### config.mk
export PLATFORM = sky130hd
export DESIGN_NAME = seg_scan_decoder
export DESIGN_NICKNAME = d
export VERILOG_FILES = /design/src/rtl/seg_scan_decoder.sv
export SDC_FILE = /design/constraint.sdc
export NUM_CORES = 1
export LEC_CHECK = 0
export CAP_MARGIN = 0
export CORE_ASPECT_RATIO = 1.2
export CORE_UTILIZATION = 58
export CTS_CLUSTER_SIZE = 24
export DETAILED_ROUTE_END_ITERATION = 7
export PLACE_DENSITY = 0.9
export REMOVE_ABC_BUFFERS = 1
export SYNTH_ARGS = -nofsm -noshare
export SYNTH_HDL_FRONTEND = slang
export SYNTH_SLANG_ARGS = --single-unit
export TNS_END_PERCENT = 10
### constraint.sdc
create_clock -name clk -period 3.2 [get_ports clk]
set_clock_uncertainty 0.1 [all_clocks]
set_input_delay 0.32 -clock clk [delete_from_list [all_inputs] [get_ports clk]]
set_output_delay 0.32 -clock clk [all_outputs]
set_load 0.01 [all_outputs]
### src/rtl/seg_scan_decoder.sv
// Decodes a multiplexed two-digit 7-segment bus back into an 8-bit {tens,ones} value.
// Latency: 1 input reg + STABLE_CYCLES dwell + 1 to frame_valid; no backpressure, frames are pulses.
module seg_scan_decoder #(
   parameter int STABLE_CYCLES  = 4,
   parameter int TIMEOUT_CYCLES = 50000,
   parameter int SEG_ACTIVE_LOW = 0,
   parameter int EN_ACTIVE_LOW  = 0
) (
   input  logic       clk,
   input  logic       rst,
   input  logic [7:0] discode,
   input  logic [1:0] enable,
   output logic [7:0] value,
   output logic       frame_valid,
   output logic       seg_err,
   output logic       err_sticky,
   output logic       stale
);

   localparam int              TW       = $clog2(TIMEOUT_CYCLES + 1);
   localparam logic [7:0]      STAB_LIM = 8'(STABLE_CYCLES - 1);
   localparam logic [TW-1:0]   TO_LIM   = TW'(TIMEOUT_CYCLES);

   typedef enum logic [1:0] {
      FR_EMPTY = 2'd0,
      FR_HI    = 2'd1,
      FR_LO    = 2'd2
   } frame_state_t;

   frame_state_t  state, state_nxt;
   logic [6:0]    seg_in, seg_r, seg_p;
   logic [1:0]    en_in, en_r, en_p;
   logic [7:0]    stab_cnt;
   logic [TW-1:0] to_cnt;
   logic [3:0]    hi_dig, lo_dig, hi_nxt, lo_nxt;
   logic [7:0]    value_nxt;
   logic [4:0]    dec;
   logic          diff, sample, capture, frame_done, err;
   logic          unused_dp;

   // The decimal point carries no digit information and never affects stability.
   assign unused_dp = discode[7];
   assign seg_in    = (SEG_ACTIVE_LOW != 0) ? ~discode[6:0] : discode[6:0];
   assign en_in     = (EN_ACTIVE_LOW != 0)  ? ~enable       : enable;

   function automatic logic [4:0] decode(input logic [6:0] s);
      case (s)
         7'h3F:   decode = 5'h10;
         7'h06:   decode = 5'h11;
         7'h5B:   decode = 5'h12;
         7'h4F:   decode = 5'h13;
         7'h66:   decode = 5'h14;
         7'h6D:   decode = 5'h15;
         7'h7D:   decode = 5'h16;
         7'h07:   decode = 5'h17;
         7'h7F:   decode = 5'h18;
         7'h6F:   decode = 5'h19;
         7'h77:   decode = 5'h1A;
         7'h7C:   decode = 5'h1B;
         7'h39:   decode = 5'h1C;
         7'h5E:   decode = 5'h1D;
         7'h79:   decode = 5'h1E;
         7'h71:   decode = 5'h1F;
         default: decode = 5'h00;
      endcase
   endfunction

   // The previous-cycle copy holds the dwell value, so sampling it is safe even if the bus just moved.
   assign diff   = {en_r, seg_r} != {en_p, seg_p};
   assign sample = (stab_cnt == STAB_LIM);
   assign dec    = decode(seg_p);
   assign stale  = (to_cnt >= TO_LIM);

   always_comb begin
      state_nxt  = state;
      hi_nxt     = hi_dig;
      lo_nxt     = lo_dig;
      value_nxt  = value;
      frame_done = 1'b0;
      capture    = 1'b0;
      err        = 1'b0;
      if (sample) begin
         case (en_p)
            2'b01: begin
               if (dec[4]) begin
                  capture = 1'b1;
                  lo_nxt  = dec[3:0];
                  if (state == FR_HI) begin
                     frame_done = 1'b1;
                     value_nxt  = {hi_dig, dec[3:0]};
                     state_nxt  = FR_EMPTY;
                  end else begin
                     state_nxt  = FR_LO;
                  end
               end else begin
                  err = 1'b1;
                  if (state == FR_LO) state_nxt = FR_EMPTY;
               end
            end
            2'b10: begin
               if (dec[4]) begin
                  capture = 1'b1;
                  hi_nxt  = dec[3:0];
                  if (state == FR_LO) begin
                     frame_done = 1'b1;
                     value_nxt  = {dec[3:0], lo_dig};
                     state_nxt  = FR_EMPTY;
                  end else begin
                     state_nxt  = FR_HI;
                  end
               end else begin
                  err = 1'b1;
                  if (state == FR_HI) state_nxt = FR_EMPTY;
               end
            end
            2'b11:   err = 1'b1;
            default: ;
         endcase
      end
   end

   always_ff @(posedge clk) begin
      if (rst) begin
         en_r        <= '0;
         seg_r       <= '0;
         en_p        <= '0;
         seg_p       <= '0;
         stab_cnt    <= '0;
         to_cnt      <= '0;
         state       <= FR_EMPTY;
         hi_dig      <= '0;
         lo_dig      <= '0;
         value       <= '0;
         frame_valid <= 1'b0;
         seg_err     <= 1'b0;
         err_sticky  <= 1'b0;
      end else begin
         en_r  <= en_in;
         seg_r <= seg_in;
         en_p  <= en_r;
         seg_p <= seg_r;
         if (diff)
            stab_cnt <= '0;
         else if (stab_cnt != 8'hFF)
            stab_cnt <= stab_cnt + 8'd1;
         if (capture)
            to_cnt <= '0;
         else if (to_cnt < TO_LIM)
            to_cnt <= to_cnt + TW'(1);
         state       <= state_nxt;
         hi_dig      <= hi_nxt;
         lo_dig      <= lo_nxt;
         value       <= value_nxt;
         frame_valid <= frame_done;
         seg_err     <= err;
         err_sticky  <= err_sticky | err;
      end
   end

endmodule

After elaboration in Yosys (flattened, before gate mapping). Index checks and enable logic that the tools add are counted.

Input bits: 12. Bits in registers: 63. Output and inout bits: 12. Word-level logic and storage cells: 82.

Add/subtract/negate cells: 2. Bitwise operators: 2. Reduce and logical (&&, ||, !) cells: 9. Mux-type cells: 24. Magnitude comparators: 2. Equality and inequality tests: 30.

Operators by type and width (number): == test 7 bit, second input constant (12); one-hot mux 5 bit (16 select lines) (1); two-way mux 8 bit (4); adder 16 x 1 -> 16 bit, second input constant (1); greater-or-equal comparator 16 bit, second input constant (1); less-than comparator 16 bit, second input constant (1); one-hot mux 8 bit (2 select lines) (1); == test 7 x 3 -> 1 bit, second input constant (2); == test 7 x 6 -> 1 bit, second input constant (2); two-way mux 1 bit (10); two-way mux 2 bit (5); inequality test 9 bit (1); adder 8 x 1 -> 8 bit, second input constant (1); == test 8 x 2 -> 1 bit, second input constant (1); inequality test 2 bit, second input constant (4); inequality test 8 bit, second input constant (1); OR reduction 2 bit (4); == test 2 bit, second input constant (3); inequality test 3 bit, second input constant (2); AND reduction 3 bit (2); AND reduction 6 bit (1); == test 2 x 1 -> 1 bit, second input constant (2); one-hot mux 1 bit (2 select lines) (2); one-hot mux 2 bit (2 select lines) (1); 4 further kinds (4).

Depth between registers and ports, before layout.
Depth after elaboration: 6. Depth in mapped cells: 10. Depth with buffers taken out: 8.

Least setup slack after synthesis. No wires, ideal clock.

Path type: register -> register. From: reg seg_p[3]. To: reg value[5]. Cell stages (with the launch flop): 8. Setup slack: 0.924 ns. Data required time: 3.032 ns. Buffers on the path: 1. Arrival time: 2.109 ns. Clock period less this slack: 2.276 ns. Library setup time: 0.068 ns. Cell sequence: dfxtp_1 -> or4b_4 -> o22ai_2 -> a32oi_2 -> a311o_1 -> buf_6 -> a211o_1 -> a21oi_2.

Cells in the longest elaborated chain, start to end: 5. Elaborated cells between the ends (all ways): 23. Those cells by class: eq/ne (18); mux (4); reduce/logical (1).

RTL lines: start: declaration (RTL line 31) `logic [6:0] seg_in, seg_r, seg_p;`; start signal: assignment (RTL line 141) `seg_p <= seg_r;`; == test 7 bit (tied with other cells) (RTL line 47) `case (s)`; one-hot mux 5 bit (16 select lines) * (RTL line 47); two-way mux 8 bit (RTL line 104) `if (state == FR_LO) begin`; two-way mux 8 bit (RTL line 101) `if (dec[4]) begin`; one-hot mux 8 bit (2 select lines) (RTL line 83) `case (en_p)`; end signal: assignment (RTL line 153) `value <= value_nxt;`; end: declaration (RTL line 13) `output logic [7:0] value,`.

Every way passes the cells marked *; elsewhere a longest branch is shown, timed or not. The select of a mux whose other input is x is not followed. A chain may end at the register's enable or synchronous reset.

Worst setup path in the final report.
From: reg seg_p[3]. To: reg value[1].

Cells in the longest elaborated chain, start to end: 5. Elaborated cells between the ends (all ways): 23. Those cells by class: eq/ne (18); mux (4); reduce/logical (1).

RTL lines: == test 7 bit (tied with other cells) (RTL line 47); one-hot mux 5 bit (16 select lines) * (RTL line 47); two-way mux 8 bit (RTL line 88) `if (state == FR_HI) begin`; two-way mux 8 bit (RTL line 85) `if (dec[4]) begin`; one-hot mux 8 bit (2 select lines) (RTL line 83).

Marked as above.

==> run metrics <==
Diodes inserted=0; final setup vio count=0; DR DRC count=0; DRT antenna net count=0; dominant synthesized flop cell=dfxtp_1; Post-CTS Resized=0; RSZ-0062 raised after global routing=no; GP Congestion=0.815; worst path required time=3.37 ns; Max Cap Viol=0; total gr overflow=0; worst skew pair latency=0.34 ns; final WL=6.28 mm; critical path data arrival time=~2.8 ns; Mapped Area=0.00304 mm²; Area Overhead vs Synth=15.1%; fmax=375 MHz; Final Util=70.3%; full die area=~0.0055 mm²; Initial Utilization=between 60% and 70%; crit-path max FO=16; Core Footprint=0.00497 mm²; Final Hold Vio Count=0; Leakage Power=0.00124 µW; Synth Area per Inst=between 8 and 9 µm²; relative slew slack=58.5%; total CTS buffers=9; CTS sink count=63; Setup crit start kind=register; Critical Path End Type=register; Die Y=81.3 µm; Syn Inst Count=348; post-placement cell area=between 0.003 and 0.004 mm²; fin area=0.00350 mm²; Tcrit/Tclk final=83.2%; Crit Path Category=reg2reg; TritonCTS clock tree=done; drt pass-1 iters=4; pin count of the biggest net entering global routing=33; CTS clk-pin slew, worst paths=0.07 ns; DPL Wire Length=4.16 mm; Port Buffers=22; Peak VDD IR=0.350 mV; hold buffer count at cts=0; worst hold path class=reg2reg; Die W=68.1 µm; global-route wire length before repair=10.1 mm; number of synthesized register bits=63; Ports=24; min Tclk post-route=2.66 ns; EDFF count, synth=0; hold slack=0.352 ns; vias per cell=between 5 and 6; wire per inst=14.6 µm; Seq/Total Area, Yosys=41.5%; Synth Warn #=0; via count=2539; nets=385; number of global-route vias before repair=approximately 2300; Clock Root Buffer=clkbuf_8; clk buf depth=2; fin. max-slew vios=0; GRT Total Usage=24.8%; share of post-route cells with drive strength above 1=7.28%; Rows=28; TNS Setup=0 ns; Power Dens Cells=479 mW/mm²; most frequent cells in the layout=dfxtp_1 (63), nor2_1 (35), nand2_1 (23); H-tree depth=3; async set-reset flop share out of synthesis=0%; most common cell after layout, fill and taps aside=dfxtp_1; run status=complete, no violations; initial antenna violation count=0; Netlist cell types=53; worst-margin pin slew=0.617 ns; Post CTS Setup Buffer Count=0; Iter 0 DRT Violations=303
-- cells in the mapped netlist (6+ instances only) --
cell	number	share of area, %
dfxtp_1	63	41
nor2_1	35	4.3
nand2_1	23	2.8
a21oi_1	21	3.5
nor2b_1	20	4.1
xnor2_1	16	4.6
nand3_1	15	2.5
nor3_1	11	1.8
inv_1	10	1.2
a311oi_1	9	2.6
and3_1	9	1.9
buf_2	9	1.5
xor2_1	9	2.6
clkbuf_1	8	0.99
ha_1	7	2.9
nand2b_1	7	1.4
nand4_1	7	1.4
nor4b_1	6	1.7
-- report_power, final --
group	switching [µW]	leakage [µW]	internal (µW)
combinational	40.9	0.000614	38.7
clock	297	0.000114	481
sequential	21.9	0.000512	798
total	360	0.00124	1320
-- worst paths after layout --
check | start | endpoint | slack (ns) | depth (start not counted)
worst max-delay path | seg_p[3] | value[1] | 0.54 | 6
worst min register to register | value[6] | value[6] | 0.35 | 2
worst max register to register | seg_p[3] | value[1] | 0.54 | 6
worst min-delay path | value[6] | value[6] | 0.35 | 2
-- kinds of logic (layout without fill, tap and decap cells) --
logic type / count (synthesis) / after routing / share of synthesized area, %
AOI/OAI and AO/OA: 70 / 70 / 16.9
buffers and inverters: 29 / 52 / 4.20
muxes: 2 / 2 / 0.658
and+or+nand+nor: 152 / 152 / 26.7
adders and majority gates: 7 / 7 / 2.88
xor gates and xnor gates: 25 / 25 / 7.20
DFF: 63 / 63 / 41.5
-- layout make-up --
type | instances | area, µm²
multi-input cells | 256 | 1650
fillers | 364 | 1480
flip-flops and latches | 63 | 1260
repair buffers | 26 | 250
clock buffers | 13 | 159
well taps | 60 | 75.1
clock inverters | 3 | 65.1
inverters | 10 | 37.5
-- critical path, cell delays in order, from the launching register on --
cell and delay (ns):
dfxtp_1 0.48, or3_1 0.43, a211oi_1 0.39, a311oi_2 0.16
a311o_1 0.58, a211o_1 0.33, a21oi_1 0.14
-- state kept, by name, summed over array words and instances (netlist names) --
register	count
seg_p	7
state	2
seg_err	1
to_cnt	16
value	8
err_sticky	1
seg_r	7
hi_dig	4
en_p	2
en_r	2
lo_dig	4
frame_valid	1
stab_cnt	8
-- through the flow --
step / std cells / total power, µW / setup slack, ns
floorplan: 329 / 879 / 0.821
global placement: 415 / 911 / 0.631
detailed placement: 415 / 916 / 0.569
CTS: 431 / 1690 / 0.557
global route: 431 / 1740 / 0.405
finish: 431 / 1680 / 0.537
-- layer usage --
layer	vias up	global-route usage (%)	wire length, µm
li1	1288	-	-
met1	1180	27.7	2620
met2	60	42.4	3250
met3	11	4.21	282
met4	0	15.8	124
met5	-	0	0
(Power assumes the default switching activity.)
